--- src/rtl/pcileech_sys_ctl_pkg.sv ---
// Shared types and defaults for the system reset / button sequencer.
// Holds the FSM state encoding and counter sizing helper.
package pcileech_sys_ctl_pkg;

  typedef enum logic [1:0] {
    S_HOLD   = 2'd0,
    S_RUN    = 2'd1,
    S_PRESS  = 2'd2,
    S_RELOAD = 2'd3
  } sys_ctl_state_t;

  localparam int unsigned DEF_DEBOUNCE_CYCLES = 1000000;
  localparam int unsigned DEF_RST_HOLD_CYCLES = 64;
  localparam int unsigned DEF_RELOAD_CYCLES   = 500000000;
  localparam int unsigned DEF_BLINK_BIT       = 24;
  localparam int unsigned DEF_BLINK_WIN_BIT   = 27;

  // Counter width able to hold n-1, never narrower than one bit.
  function automatic int unsigned cnt_w(input int unsigned n);
    return (n > 1) ? $clog2(n) : 1;
  endfunction

endpackage

--- src/rtl/pcileech_sys_ctl_debounce.sv ---
// Two-flop synchroniser and counter debouncer for one active-low button.
// pressed_o is high while the debounced button is held down.
module pcileech_sys_ctl_debounce
  import pcileech_sys_ctl_pkg::*;
#(
  parameter int unsigned DEBOUNCE_CYCLES = DEF_DEBOUNCE_CYCLES
) (
  input  logic clk_i,
  input  logic rst_i,
  input  logic btn_n_i,
  output logic pressed_o
);

  localparam int unsigned CW = cnt_w(DEBOUNCE_CYCLES);
  localparam logic [CW-1:0] CNT_LAST = CW'(DEBOUNCE_CYCLES - 1);

  logic [1:0]    sync_q;
  logic          deb_q, deb_d;
  logic [CW-1:0] cnt_q, cnt_d;

  // Synchroniser; both stages idle at released (1).
  always_ff @(posedge clk_i or posedge rst_i) begin
    if (rst_i) sync_q <= 2'b11;
    else       sync_q <= {sync_q[0], btn_n_i};
  end

  // Count consecutive disagreeing cycles; accept on the last one.
  always_comb begin
    deb_d = deb_q;
    cnt_d = '0;
    if (sync_q[1] != deb_q) begin
      if (cnt_q == CNT_LAST) deb_d = sync_q[1];
      else                   cnt_d = cnt_q + CW'(1);
    end
  end

  // Debounce state registers.
  always_ff @(posedge clk_i or posedge rst_i) begin
    if (rst_i) begin
      deb_q <= 1'b1;
      cnt_q <= '0;
    end else begin
      deb_q <= deb_d;
      cnt_q <= cnt_d;
    end
  end

  assign pressed_o = ~deb_q;

endmodule

--- src/rtl/pcileech_sys_ctl.sv ---
// System reset sequencer: hold/run FSM, long-press config reload,
// power-on LED blink term and saturating 64-bit tick counter.
module pcileech_sys_ctl
  import pcileech_sys_ctl_pkg::*;
#(
  parameter int unsigned PARAM_DEBOUNCE_CYCLES  = DEF_DEBOUNCE_CYCLES,
  parameter int unsigned PARAM_RST_HOLD_CYCLES  = DEF_RST_HOLD_CYCLES,
  parameter int unsigned PARAM_RELOAD_CYCLES    = DEF_RELOAD_CYCLES,
  parameter int unsigned PARAM_BLINK_BIT        = DEF_BLINK_BIT,
  parameter int unsigned PARAM_BLINK_WINDOW_BIT = DEF_BLINK_WIN_BIT
) (
  input  logic        clk,
  input  logic        rst,
  input  logic        user_sw1_n,
  input  logic        user_sw2_n,
  output logic        rst_sys,
  output logic        rst_cfg_reload,
  output logic        led_pwronblink,
  output logic [63:0] tickcount64
);

  localparam logic [63:0] HOLD_LAST  = 64'(PARAM_RST_HOLD_CYCLES - 1);
  localparam logic [31:0] PRESS_LAST = 32'(PARAM_RELOAD_CYCLES - 1);

  sys_ctl_state_t state_q, state_d;
  logic [63:0]    tick_q, tick_d;
  logic [31:0]    press_q, press_d;
  logic           rst_sys_q, rst_sys_d;
  logic           reload_q, reload_d;
  logic           led_q, led_d;
  logic           btn1_pressed, btn2_pressed;

  pcileech_sys_ctl_debounce #(
    .DEBOUNCE_CYCLES(PARAM_DEBOUNCE_CYCLES)
  ) u_deb_sw1 (
    .clk_i    (clk),
    .rst_i    (rst),
    .btn_n_i  (user_sw1_n),
    .pressed_o(btn1_pressed)
  );

  pcileech_sys_ctl_debounce #(
    .DEBOUNCE_CYCLES(PARAM_DEBOUNCE_CYCLES)
  ) u_deb_sw2 (
    .clk_i    (clk),
    .rst_i    (rst),
    .btn_n_i  (user_sw2_n),
    .pressed_o(btn2_pressed)
  );

  // FSM state register.
  always_ff @(posedge clk or posedge rst) begin
    if (rst) state_q <= S_HOLD;
    else     state_q <= state_d;
  end

  // Next state; a button-2 press beats the hold exit.
  always_comb begin
    state_d = state_q;
    case (state_q)
      S_HOLD: begin
        if (btn2_pressed)           state_d = S_PRESS;
        else if (tick_q == HOLD_LAST) state_d = S_RUN;
      end
      S_RUN: begin
        if (btn2_pressed) state_d = S_PRESS;
      end
      S_PRESS: begin
        if (!btn2_pressed)            state_d = S_HOLD;
        else if (press_q == PRESS_LAST) state_d = S_RELOAD;
      end
      S_RELOAD: begin
        if (!btn2_pressed) state_d = S_HOLD;
      end
      default: state_d = S_HOLD;
    endcase
  end

  // Tick and press counters; tick restarts from 0 out of a press.
  always_comb begin
    tick_d  = tick_q;
    press_d = '0;
    if (state_q inside {S_PRESS, S_RELOAD} || state_d == S_PRESS)
      tick_d = '0;
    else if (tick_q != '1)
      tick_d = tick_q + 64'd1;
    if (state_d inside {S_PRESS, S_RELOAD})
      press_d = (state_q == S_PRESS) ? press_q + 32'd1 : press_q;
  end

  // Output terms decoded from the next state and next tick.
  always_comb begin
    rst_sys_d = (state_d != S_RUN);
    reload_d  = (state_d == S_RELOAD);
    led_d     = btn1_pressed ^
                (tick_d[PARAM_BLINK_BIT] &
                 ~|tick_d[63:PARAM_BLINK_WINDOW_BIT]);
  end

  // Counter and output registers.
  always_ff @(posedge clk or posedge rst) begin
    if (rst) begin
      tick_q    <= '0;
      press_q   <= '0;
      rst_sys_q <= 1'b1;
      reload_q  <= 1'b0;
      led_q     <= 1'b0;
    end else begin
      tick_q    <= tick_d;
      press_q   <= press_d;
      rst_sys_q <= rst_sys_d;
      reload_q  <= reload_d;
      led_q     <= led_d;
    end
  end

  assign rst_sys        = rst_sys_q;
  assign rst_cfg_reload = reload_q;
  assign led_pwronblink = led_q;
  assign tickcount64    = tick_q;

endmodule

--- config.mk ---
export PLATFORM = sky130hd
export DESIGN_NAME = pcileech_sys_ctl
export DESIGN_NICKNAME = d
export VERILOG_FILES = /design/src/rtl/pcileech_sys_ctl_pkg.sv /design/src/rtl/pcileech_sys_ctl_debounce.sv /design/src/rtl/pcileech_sys_ctl.sv
export SDC_FILE = /design/constraint.sdc
export NUM_CORES = 1
export LEC_CHECK = 0
export ABC_AREA = 1
export BUFFER_PORTS_ARGS = -buffer_cell sky130_fd_sc_hd__buf_2
export CAP_MARGIN = 15
export CORE_MARGIN = 3
export CORE_UTILIZATION = 30
export DETAILED_ROUTE_END_ITERATION = 10
export GPL_TIMING_DRIVEN = 0
export HOLD_SLACK_MARGIN = 0.08
export PLACE_DENSITY_LB_ADDON = 0.15
export SYNTH_ARGS = -nofsm -noshare
export SYNTH_HDL_FRONTEND = slang
export SYNTH_SLANG_ARGS = --single-unit
--- constraint.sdc ---
create_clock -name clk -period 4.95 [get_ports clk]
set_input_delay 0.495 -clock clk [delete_from_list [all_inputs] [get_ports clk]]
set_output_delay 0.495 -clock clk [all_outputs]
set_load 0.05 [all_outputs]
==> results.md <==
* Outcome: complete, no violations
* Cell row count at 62
* IO Count at 71
* Final setup viols at 0
* P_leak at 4.69 nW
* Crit-path max FO at 7
* Final worst path period need at 3160 ps
* Clock share of power at 0.509
* Clk_skew at 15.3 ps
* Layout-stage area growth over the synthesis result at 16.2%
* Fmax at 0.316 GHz
* Mapped Nets at 1242
* Starting DRT DRC Count at 582
* Unique masters post-synth at 43
* M2 GR Usage at 0.298
* Vias/cell at 4.83
* DIE HEIGHT at 178 um
* Total CTS buffers at 17
* Residual DRC count at 0
* Synth Instances at 1234
* Total chip power at 2.56 mW
* Vias at 8318
* CTS Buffer Depth at 2
* Slew Limit Fails at 0
* Post-route antenna net violation count at 0
* GRT met3 Usage at 0.0332
* RSZ-0062 raised after global routing: no
* Post-Place Setup Slack at 1870 ps
* Post-Layout Cell Count at 1721
* Peak VDD IR at 0.000164 V
* Clock Sinks at 147
* Die footprint at 0.0315 mm^2
* WS Path Type: reg2reg
* Synth async-reset ratio at 1.00
* Initial antenna violation count at 0
* Avg Cell Area, Syn at 7.16 um^2
* Reg-to-reg endpoint: led_pwronblink
* Clk_lat worst skew at 450 ps
* HPWL after detailed placement at 22400 um
* Nets at 1332
* Pint at 1.92 mW
* Worst Tran Pin Value at 625 ps
* Post-route clock period utilization at 0.639
* Type of the worst min-delay path: in2async
* WL final at 28300 um
* GRT Max-Usage Layer: met2
* Root Driver: clkbuf_16
* Synth Cell Area at 0.00883 mm^2
* Vias in the first global route at 8119
* CP arrival at 3500 ps
* Largest net degree at the start of global routing at 88
* Maxcap violations at 0
* Yosys reg bits at 147
* Post-CTS Resized at 0
* Port bufs at 70
* Starting Density at 0.306
* Core Box Area at 0.0289 mm^2
* Pwr dens at 249 mW/mm^2
* Fill cells at 3158
* Post-synth EDFFs at 0
* Seq/Total Area, Yosys at 0.417
* Pre-antenna DRT Iters at 6
* Postcts setup bufs at 0
* CTS clk-pin slew, worst paths at 70 ps
* Remaining Overflow, GRT at 0
* Sw Ratio at 0.247
* Startpoint types: register
* Worst reg2reg path depth at 15
* Reg-to-Reg Start: tickcount64[0]
* Layout Utilization at 0.356
* H-tree lvl count at 4
* Final Hold Fails at 0
* Worst endpoint required time at 5280 ps
* Hold Buf Count CTS at 0
* Sw Pwr at 0.632 mW
* WL/cell at 16.5 um
* Synth warnings at 0
* Reg2reg setup slack at 1790 ps
* Share of layout cells above drive strength 1 at 0.147
* Dominant synthesized flop cell: dfrtp_1
* Gate power share at 0.017
* Setup WS post-layout at 1790 ps
* First-pass GRT wire length at 44800 um
* GRT Total Usage at 0.184
* M1 GR Usage at 0.243
* Worst slew margin relative to its limit at 0.580
* Cells after DPL at 1689
* Crit path capture type: register
* CTS tree: built
* Setup TNS at 0 ps
* Die X at 178 um
* Seq pwr share at 0.474
* Final GP Congestion at 0.969
* Ant diodes at 0
[area by class of cell]
| type | count | area, um^2 | share of cell area |
|---|---|---|---|
| clock buffer | 17 | 425 | 0.0414 |
| sequential | 147 | 3690 | 0.359 |
| timing repair buffer | 71 | 378 | 0.0368 |
| multi-input combinational | 890 | 4380 | 0.427 |
| tap | 384 | 480 | 0.0468 |
| inverter | 183 | 693 | 0.0675 |
| clock inverter | 15 | 145 | 0.0141 |
| buffer | 14 | 77.6 | 0.00755 |
[metal layers]
layer	share of wire	up-vias	wire [um]
li1	-	4181	-
met1	0.46	3873	12900
met2	0.46	213	13100
met3	0.042	51	1200
met4	0.038	0	1080
met5	0	-	0
[synthesized netlist by cell type, drive strengths merged, types with 7 or more instances]
cell type | count | area (um^2)
nand4 | 47 | 294
nand2 | 307 | 1200
nand3 | 82 | 455
clkbuf | 9 | 33.8
a31oi | 8 | 50.1
nor2 | 218 | 960
nor3 | 44 | 250
dfstp | 7 | 184
dfrtp | 140 | 3500
o21ai | 60 | 304
xor2 | 21 | 184
nor4 | 18 | 113
a21oi | 47 | 235
xnor2 | 9 | 78.8
inv | 180 | 676
[worst max-delay path, cell delays in order, from the launching register on]
cell	delay (ps)
dfrtp_1	520
ha_1	370
inv_2	120
nor2_8	210
inv_2	50
nor2_2	210
nand2_1	250
xor2_1	210
nor2_1	150
nand2_1	80
nor2_1	260
nand3_2	160
nor2_2	270
nand2_1	80
nand2_1	60
nand2_1	50
[flip-flops by register name, summed over array words and instances (netlist names)]
name,flops
u_deb_sw2.cnt_q,20
led_pwronblink,1
u_deb_sw1.sync_q,2
tickcount64,64
state_q,2
rst_cfg_reload,1
u_deb_sw2.sync_q,2
rst_sys,1
u_deb_sw1.deb_q,1
u_deb_sw2.deb_q,1
press_q,32
u_deb_sw1.cnt_q,20
[metrics by stage]
stage | hold slack, ps | area (um^2)
final | 118 | 10300
after global routing | 142 | 10300
after CTS | 137 | 10300
after detailed placement | 351 | 9700
after global placement | 349 | 9670
after floorplan | 345 | 8830
[kinds of logic (layout without fill, tap and decap cells)]
family,after synthesis,in the layout,share of synthesized area
AND/OR/NAND/NOR,725,725,0.378
XOR/XNOR,30,30,0.0297
flip-flops,147,147,0.417
adder cells (fa/ha/maj),4,4,0.00567
AO/OA/AOI/OAI,129,129,0.0799
buffers and inverters,197,300,0.0867
multiplexers,2,2,0.00255
[cell usage in the layout, fill, tap and decap left out, drive strengths merged, types with 18 or more instances in the layout]
master,count
xor2,21
a21oi,47
buf,76
nor4,18
nand2,307
o21ai,60
inv,188
nand3,82
nor3,44
nor2,218
dfrtp,140
nand4,47
clkbuf,26
[power groups by stage]
stage          logic [mW]  clock network (mW)  registers (mW)
2_1_floorplan      0.0306                   0            1.23
6_report           0.0436                1.30            1.21
3_3_place_gp       0.0430                   0            1.23
4_1_cts            0.0467                1.33            1.21
3_5_place_dp       0.0469                   0            1.23
5_1_grt            0.0526                1.38            1.21
[worst max path at each step]
stage | depth (start not counted) | endpoint | slack, ps | start
floorplan | 1 | led_pwronblink | 520 | rst
CTS | 15 | led_pwronblink | 1880 | tickcount64[0]
finish | 15 | led_pwronblink | 1790 | tickcount64[0]
global placement | 2 | tickcount64[6] | -1420 | rst
global route | 15 | led_pwronblink | 1710 | tickcount64[0]
detailed placement | 15 | led_pwronblink | 1870 | tickcount64[0]
Power figures use the tool's default switching activity.
